[src/rtl/lcd_cmd_scheduler_if.sv]
// Host-side and engine-side handshakes of the LCD command scheduler.
// master drives host commands and engine status; slave is the scheduler.
interface lcd_cmd_scheduler_if;
   logic [3:0] host_cmd;
   logic       host_valid;
   logic       host_ready;
   logic [3:0] lcd_cmd;
   logic       lcd_cmd_valid;
   logic       lcd_busy;
   logic       lcd_done;

   modport master (
      output host_cmd, host_valid, lcd_busy, lcd_done,
      input  host_ready, lcd_cmd, lcd_cmd_valid
   );

   modport slave (
      input  host_cmd, host_valid, lcd_busy, lcd_done,
      output host_ready, lcd_cmd, lcd_cmd_valid
   );
endinterface

[src/rtl/lcd_cmd_scheduler.sv]
// Queues host opcodes and issues them one at a time to the LCD engine.
// Illegal opcodes are counted and dropped; a completed Write ends the run.
module lcd_cmd_scheduler #(
   parameter int DEPTH  = 8,
   parameter int PTR_W  = 3,
   parameter int ACK_TO = 4
) (
   input  logic               clk,
   input  logic               reset,
   lcd_cmd_scheduler_if.slave bus,
   output logic [PTR_W:0]     fifo_level,
   output logic               seq_done,
   output logic [7:0]         err_cnt
);

   localparam int TW = $clog2(ACK_TO + 1);
   localparam logic [PTR_W:0] FULL = (PTR_W + 1)'(DEPTH);

   typedef enum logic [2:0] {
      S_IDLE,
      S_ISSUE,
      S_WAIT_ACK,
      S_WAIT_IDLE,
      S_CHECK,
      S_WAIT_DONE,
      S_DONE
   } state_t;

   state_t           state_q, state_d;
   logic [TW-1:0]    tmo_q, tmo_d;
   logic [3:0]       mem [DEPTH];
   logic [PTR_W-1:0] wr_ptr, rd_ptr;
   logic [PTR_W:0]   count;
   logic [3:0]       cmd_q;
   logic             valid_q;
   logic             accept, push, bad, pop;

   // Host may hand over a command unless full or the sequence has ended.
   assign bus.host_ready = !reset && (count != FULL) && (state_q != S_DONE);
   assign accept = bus.host_valid && bus.host_ready;
   assign push   = accept && (bus.host_cmd < 4'd12);
   assign bad    = accept && (bus.host_cmd >= 4'd12);

   assign bus.lcd_cmd       = cmd_q;
   assign bus.lcd_cmd_valid = valid_q;
   assign fifo_level        = count;
   assign seq_done          = (state_q == S_DONE);

   // FIFO storage; contents need no reset since count gates every read.
   always_ff @(posedge clk) begin
      if (push) mem[wr_ptr] <= bus.host_cmd;
   end

   // FIFO pointers and occupancy.
   always_ff @(posedge clk or posedge reset) begin
      if (reset) begin
         wr_ptr <= '0;
         rd_ptr <= '0;
         count  <= '0;
      end else begin
         if (push) wr_ptr <= wr_ptr + 1'b1;
         if (pop)  rd_ptr <= rd_ptr + 1'b1;
         if (push && !pop)      count <= count + 1'b1;
         else if (pop && !push) count <= count - 1'b1;
      end
   end

   // Saturating count of dropped illegal opcodes.
   always_ff @(posedge clk or posedge reset) begin
      if (reset)                      err_cnt <= '0;
      else if (bad && err_cnt != 8'hFF) err_cnt <= err_cnt + 8'd1;
   end

   // Sequencer state, ack timer and the registered issue outputs.
   always_ff @(posedge clk or posedge reset) begin
      if (reset) begin
         state_q <= S_IDLE;
         tmo_q   <= '0;
         cmd_q   <= '0;
         valid_q <= 1'b0;
      end else begin
         state_q <= state_d;
         tmo_q   <= tmo_d;
         valid_q <= pop;
         if (pop) cmd_q <= mem[rd_ptr];
      end
   end

   // Next-state logic: issue only to an idle engine, then track completion.
   always_comb begin
      state_d = state_q;
      tmo_d   = tmo_q;
      pop     = 1'b0;
      unique case (state_q)
         S_IDLE: begin
            if (!bus.lcd_busy && count != '0) begin
               pop     = 1'b1;
               state_d = S_ISSUE;
            end
         end
         S_ISSUE: begin
            tmo_d   = TW'(ACK_TO);
            state_d = S_WAIT_ACK;
         end
         S_WAIT_ACK: begin
            if (bus.lcd_busy) begin
               state_d = S_WAIT_IDLE;
            end else begin
               tmo_d = tmo_q - 1'b1;
               if (tmo_q == TW'(1)) state_d = S_CHECK;
            end
         end
         S_WAIT_IDLE: begin
            if (!bus.lcd_busy) state_d = S_CHECK;
         end
         S_CHECK: begin
            state_d = (cmd_q == 4'd0) ? S_WAIT_DONE : S_IDLE;
         end
         S_WAIT_DONE: begin
            if (bus.lcd_done) state_d = S_DONE;
         end
         S_DONE: begin
            state_d = S_DONE;
         end
         default: state_d = S_IDLE;
      endcase
   end

endmodule
[src/flat_wrapper.sv]
// flat-port wrapper written by rule: the top's interface ports become plain ports
module lcd_cmd_scheduler_flat 
#(
   parameter int DEPTH  = 8,
   parameter int PTR_W  = 3,
   parameter int ACK_TO = 4
)
  (clk, reset, fifo_level, seq_done, err_cnt, bus_host_cmd, bus_host_valid, bus_lcd_busy, bus_lcd_done, bus_host_ready, bus_lcd_cmd, bus_lcd_cmd_valid);
  lcd_cmd_scheduler_if bus_i ();
  input  logic clk;
  input  logic reset;
  output logic [PTR_W:0] fifo_level;
  output logic seq_done;
  output logic [7:0] err_cnt;
  input wire logic [$bits(bus_i.host_cmd)-1:0] bus_host_cmd;
  input wire logic [$bits(bus_i.host_valid)-1:0] bus_host_valid;
  input wire logic [$bits(bus_i.lcd_busy)-1:0] bus_lcd_busy;
  input wire logic [$bits(bus_i.lcd_done)-1:0] bus_lcd_done;
  output wire logic [$bits(bus_i.host_ready)-1:0] bus_host_ready;
  output wire logic [$bits(bus_i.lcd_cmd)-1:0] bus_lcd_cmd;
  output wire logic [$bits(bus_i.lcd_cmd_valid)-1:0] bus_lcd_cmd_valid;
  assign bus_i.host_cmd = bus_host_cmd;
  assign bus_i.host_valid = bus_host_valid;
  assign bus_i.lcd_busy = bus_lcd_busy;
  assign bus_i.lcd_done = bus_lcd_done;
  assign bus_host_ready = bus_i.host_ready;
  assign bus_lcd_cmd = bus_i.lcd_cmd;
  assign bus_lcd_cmd_valid = bus_i.lcd_cmd_valid;
  lcd_cmd_scheduler #(.DEPTH(DEPTH), .PTR_W(PTR_W), .ACK_TO(ACK_TO)) u_core (.clk(clk), .reset(reset), .bus(bus_i), .fifo_level(fifo_level), .seq_done(seq_done), .err_cnt(err_cnt));
endmodule
[config.mk]
export PLATFORM = sky130hd
export DESIGN_NAME = lcd_cmd_scheduler_flat
export DESIGN_NICKNAME = d
export VERILOG_FILES = /design/src/rtl/lcd_cmd_scheduler_if.sv /design/src/rtl/lcd_cmd_scheduler.sv /design/src/flat_wrapper.sv
export SDC_FILE = /design/constraint.sdc
export NUM_CORES = 1
export LEC_CHECK = 0
export BUFFER_PORTS_ARGS = -buffer_cell sky130_fd_sc_hd__buf_2
export CORE_MARGIN = 10
export CORE_UTILIZATION = 55
export DETAILED_ROUTE_END_ITERATION = 10
export PLACE_DENSITY = 0.81
export SYNTH_ARGS = -nofsm -noshare
export SYNTH_HDL_FRONTEND = slang
export SYNTH_SLANG_ARGS = --single-unit
[constraint.sdc]
create_clock -name clk -period 4.35 [get_ports clk]
set_input_delay 0.435 -clock clk [delete_from_list [all_inputs] [get_ports clk]]
set_output_delay 0.435 -clock clk [all_outputs]
set_load 0.02 [all_outputs]
======== Word-level counts from Yosys, hierarchy flattened ========
Memory sizes are Yosys's and may differ from the RTL's. A register that Yosys moved wholly into a read port is not among the register bits.
Index checks and enable logic that the tools add are counted.
word-level totals
  flip-flop bits (word level) ............. 25
  RAM bits ................................ 32
  input port bits ......................... 9
  output and inout port bits .............. 19
  word-level logic and storage cells ...... 66
  memories ................................ 1
cells by class
  add/subtract/negate cells ............... 6
  order comparisons ....................... 2
  equality and inequality tests ........... 15
  multiplexer cells ....................... 15
  reduce and logical (&&, ||, !) cells .... 20
memories
  name        depth  width  read ports  clocked after Yosys merged registers in  write ports  line                     source
  u_core.mem  8      4      1           1                                        1            lcd_cmd_scheduler.sv:31  logic [3:0] mem [DEPTH];
operator list
  cell                 number
  $mux 3               7
  $pmux 3 s7           1
  $eq 3x3->1 const B   3
  $logic_and 1x1->1    9
  $add 8x1->8 const B  1
  $mux 4               2
  $ne 8x8->1 const B   1
  $add 3x1->3 const B  2
  $eq 3x1->1 const B   2
  $eq 3x2->1 const B   2
  $ne 2x2->1 const B   3
  $pmux 3 s2           1
  $add 4x1->4 const B  1
  $ge 4x4->1 const B   1
  $logic_not 1->1      4
  $logic_not 4->1      1
  $lt 4x4->1 const B   1
  $mux 1               4
  $ne 4x4->1 const B   1
  $reduce_and 4->1     1
  $reduce_bool 2->1    2
  $reduce_bool 4->1    1
  $sub 4x1->4 const B  1
  $logic_not 3->1      1
  other kinds (5)      5

======== Logic depth before layout (Yosys ltp) ========
  word-level depth ........................ 9
  depth in mapped cells ................... 13
  mapped depth without buffers ............ 10

======== Worst setup path after synthesis ========
No wires, ideal clock.
  path type ............................... reg-to-reg
  from .................................... register u_core.count[0], in the netlist u_core.fifo_level[0]
  to ...................................... register u_core.count[3], in the netlist u_core.fifo_level[3]
  setup time .............................. 0.126 ns
  arrival ................................. 3.011 ns
  path slack .............................. 1.213 ns
  cell stages (with the launch flop) ...... 13
  buffers on the path ..................... 2
  clock period less this slack ............ 3.137 ns
  cell sequence ........................... dfrtp_1 or4_1 and3_1 clkbuf_1 buf_2 inv_1 ha_1 inv_1 ha_1 a21o_1 a2111oi_0 a31oi_1 a221o_1
RTL lines
  item                                                line                     source
  start, declared                                     lcd_cmd_scheduler.sv:33  logic [PTR_W:0] count;
  start signal, assigned                              lcd_cmd_scheduler.sv:63  if (push && !pop) count <= count + 1'b1;
  start signal, assigned                              lcd_cmd_scheduler.sv:64  else if (pop && !push) count <= count - 1'b1;
  $reduce_bool 4->1 (*)                               lcd_cmd_scheduler.sv:96  if (!bus.lcd_busy && count != '0) begin
  $logic_and 1x1->1 (*)                               lcd_cmd_scheduler.sv:96
  $mux 1 (*)                                          lcd_cmd_scheduler.sv:96
  $mux 1 (*)                                          lcd_cmd_scheduler.sv:94  unique case (state_q)
  net u_core.pop                                      lcd_cmd_scheduler.sv:36  logic accept, push, bad, pop;
  $logic_not 1->1                                     lcd_cmd_scheduler.sv:63
  $logic_and 1x1->1                                   lcd_cmd_scheduler.sv:63
  $mux 4 / $reduce_bool 2->1 (equally long branches)  n/a
Mark *: on every way through the listed nets, which the timed path passes. The rest lies on a longest branch. The select of a mux whose other input is x is not followed.
A chain may end at the register's enable or synchronous reset.

======== Worst setup path in the final report ========
  from .................................... register u_core.count[0], in the netlist u_core.fifo_level[0]
  to ...................................... register u_core.count[3], in the netlist u_core.fifo_level[3]
between the ends
  longest elaborated chain between the ends .. 8
RTL lines
  item                                line                     source
  $ne 4x4->1                          lcd_cmd_scheduler.sv:39  assign bus.host_ready = !reset && (count != FULL) && (state_q != S_DONE);
  $logic_and 1x1->1 (2 in series)     lcd_cmd_scheduler.sv:39
  $logic_and 1x1->1                   lcd_cmd_scheduler.sv:40  assign accept = bus.host_valid && bus.host_ready;
  $logic_and 1x1->1                   lcd_cmd_scheduler.sv:41  assign push = accept && (bus.host_cmd < 4'd12);
  $logic_not 1->1                     lcd_cmd_scheduler.sv:64
  $logic_and 1x1->1                   lcd_cmd_scheduler.sv:64
  $reduce_bool 2->1 (no source line)  n/a
Parallel ways exist; a longest one is shown, timed or not. The select of a mux whose other input is x is not followed.

==> flow_summary_export.csv <==
group,metric,value,unit
outcome,status,"completed",
cts,post-cts-setup-buffer-count,0,
synthesis,yosysUniqueCellTypes,44,
floorplan,dieArea,8322,µm²
pwr,combPwrFrac,31.5,%
floorplan,initial_core_util,57.92,%
synthesis,synth_edf_count,32,
synthesis,yosys_most_used_dff,"edfxtp_1",
pwr,seqPwrFrac,41.4,%
setup_path,r2r_slack,1170,ps
synthesis,netlist.area_leader.share,34.44,%
detailed_routing,viasPerCell,5.567,
setup_path,cp.arrival,3400,ps
pwr,vdd_drop_max,0.3207,mV
timing,post-route-period-util,73.02,%
timing,setup_viol,0,
synthesis,netlist_instances,210,
final_layout,nNetsFinal,258,
final_layout,area_growth,15.07,%
placed_design,place_congestion,0.8311,
floorplan,die_x,91.23,µm
synthesis,synth_area_leaders,"edfxtp_1 (34%), dfrtp_1 (26%), mux4_2 (6.5%)",
global_routing,grt_util_all_layers,13.10,%
timing,slew_headroom,58.68,%
pwr,p_sw,0.0007806,W
pwr,p_per_area,695.0,nW/µm²
synthesis,yosys.area.top_type,"edfxtp_1",
cts,cts_num_sinks,61,
placed_design,dpl-instance-area,2972,µm²
setup_path,r2r-end,"u_core.fifo_level[3]",
cts,ctsHoldBuffers,0,
flow_run,drv_cap,0,
placed_design,dp_hpwl,3524,µm
pwr,clock_power_share,27.1,%
synthesis,avgSynthCellArea,13.29,µm²
detailed_routing,wl_met1,2290,µm
global_routing,grt_pass1_vias,1668,
detailed_routing,wl_met3,472,µm
timing,min_period,3176,ps
floorplan,dieHeight,91.23,µm
cts,numCtsBuffers,9,
setup_path,critical_path_class,"reg -> reg",
detailed_routing,drc,0,
global_routing,grt_overflow_total,0,
floorplan,rows,25,
synthesis,yosys_warnings,0,
setup_path,reg2reg_depth,10,
setup_path,reg2reg_from,"u_core.fifo_level[0]",
final_layout,n_fill_cell,360,
detailed_routing,antenna_left,0,
cts,root_buffer,"clkbuf_8",
cts,htree_levels,3,
cts,cts.path.max_buffers,2,
cts,path_clk_slew,70,ps
timing,tightestPinTransition,615.0,ps
detailed_routing,post_drt_wl_per_cell,16.39,µm
hold_path,worstHoldPathType,"in -> async",
setup_path,critPathLaunchType,"flop",
detailed_routing,top_layer_used,"met4",
setup_path,crit_required,4570,ps
detailed_routing,met2_length,2256,µm
detailed_routing,dr.pass1.iters,5,
synthesis,async_reset_ff_share,47.54,%
final_layout,n_antenna_cell,0,
timing,hold_violations,0,
global_routing,antenna_found_initial,0,
placed_design,place.port_buffers,27,
detailed_routing,routed_wl,5115,µm
cts,cts_resized,0,
timing,fin_tns_setup,0,ps
timing,rsz0062_at_grt,"false",
timing,slew_viol_final,0,
cts,cts_tree,"done",
pwr,p_leak,1.298,nW
global_routing,grt_max_degree,31,
synthesis,synth-seq-cells,61,
setup_path,cp-end-kind,"flop",
synthesis,ys_seq_area_share,60.45,%
synthesis,syn_nets,228,
final_layout,postLayoutCellArea,3211,µm²
detailed_routing,num_vias,1737,
final_layout,drive_above_1_share,24.08,%
global_routing,grt_pass1_wl,8500,µm
floorplan,io-pin-count,28,
cts,clk_latency,340,ps
synthesis,syn_area,2790,µm²
setup_path,crit_fanout,13,
synthesis,synth.most_common_cell,"edfxtp_1",
pwr,netSwitchingFraction,34.98,%
detailed_routing,drt_iter0_markers,179,
floorplan,coreArea,4817,µm²
pwr,internal_power,0.001451,W
timing,clock_skew,5.461,ps
setup_path,cp-startpoint,"u_core.fifo_level[0]",
synthesis,synth_common_cells,"edfxtp_1 (32), dfrtp_1 (29), nor2_1 (17)",
timing,timing.fmax,314.8,MHz
[cell usage in the layout, fill, tap and decap left out, types with 2 or more instances in the layout]
cell type,count
nor3_1,7
nand2b_1,5
nand4_1,2
dfrtp_1,29
mux4_2,8
clkbuf_8,9
xnor2_1,4
and3_1,2
nor2b_1,4
bufinv_16,3
nand3_1,5
xor2_1,8
a31oi_1,3
edfxtp_1,32
a21oi_1,10
mux2_2,4
ha_1,8
a22o_1,2
nand2_1,10
inv_1,10
nor2_1,17
or4_1,2
nor4_1,2
mux2i_1,4
buf_2,27
o21ai_0,6
[final cells by class]
| type | count | area, µm² | area share (%) |
|---|---|---|---|
| Clock buffer | 10 | 127.6 | 3.975 |
| Clock inverter | 6 | 111.4 | 3.468 |
| Inverter | 10 | 37.54 | 1.169 |
| Multi-Input combinational cell | 130 | 1021 | 31.80 |
| Sequential cell | 61 | 1687 | 52.53 |
| Tap cell | 67 | 83.83 | 2.611 |
| Timing Repair Buffer | 28 | 142.6 | 4.443 |
[flip-flops by register name, summed over array words and instances, names as in the netlist]
name                      cells
u_core.wr_ptr                 3
u_core.bus.lcd_cmd_valid      1
u_core.err_cnt                8
u_core.rd_ptr                 3
u_core.state_q                3
u_core.tmo_q                  3
u_core.fifo_level             4
u_core.bus.lcd_cmd            4
u_core.mem                   32
[how the worst max path moves through the flow]
stage / endpoint / slack [ps]
floorplan: u_core.fifo_level[3] / 1210
global placement: u_core.fifo_level[3] / 1300
detailed placement: u_core.fifo_level[3] / 1230
CTS: u_core.fifo_level[3] / 1200
global route: u_core.fifo_level[3] / 900
finish: u_core.fifo_level[3] / 1170
[power by group through the flow]
| stage | clock [W] | sequential, W | combinational (W) |
|---|---|---|---|
| final | 0.000604 | 0.000924 | 0.000703 |
| after global routing | 0.000641 | 0.000950 | 0.000779 |
| after CTS | 0.000615 | 0.000923 | 0.000705 |
| after detailed placement | 0 | 0.000933 | 0.000690 |
| after global placement | 0 | 0.000926 | 0.000679 |
| after floorplan | 0 | 0.000913 | 0.000523 |
[routing by layer]
metal / vias to the layer above / track usage [%]
met5: - / 0
li1: 841 / -
met3: 8 / 7.407
met4: 0 / 5.875
met1: 844 / 15.80
met2: 44 / 18.68
[per-stage QoR]
stage	util, %	hold WS, ps	total power [W]	instances	worst slack [ps]
floorplan	-	457.4	0.001436	210	1213
finish	66.65	158.2	0.002231	312	1174
detailed placement	61.69	485.7	0.001623	296	1233
global route	66.65	185.1	0.002370	312	898.3
global placement	61.69	476.9	0.001605	296	1300
CTS	66.65	165.1	0.002243	312	1204
[cell families after synthesis]
family / synth area share (%)
compound gates: 6.817
simple gates: 11.66
mux: 10.04
xor+xnor: 3.767
buf+inv: 2.959
flops: 60.45
fa+ha+maj: 4.305
[critical path, stage by stage, from the launching register on]
cell and delay [ps]:
dfrtp_1 470, or4_1 550, and3_1 330, inv_1 110, ha_1 190, inv_1 110, ha_1 280, a21o_1 210
a2111oi_0 380, a31oi_1 80, a221o_1 340
Note: power is estimated with default switching activity, not from simulation.
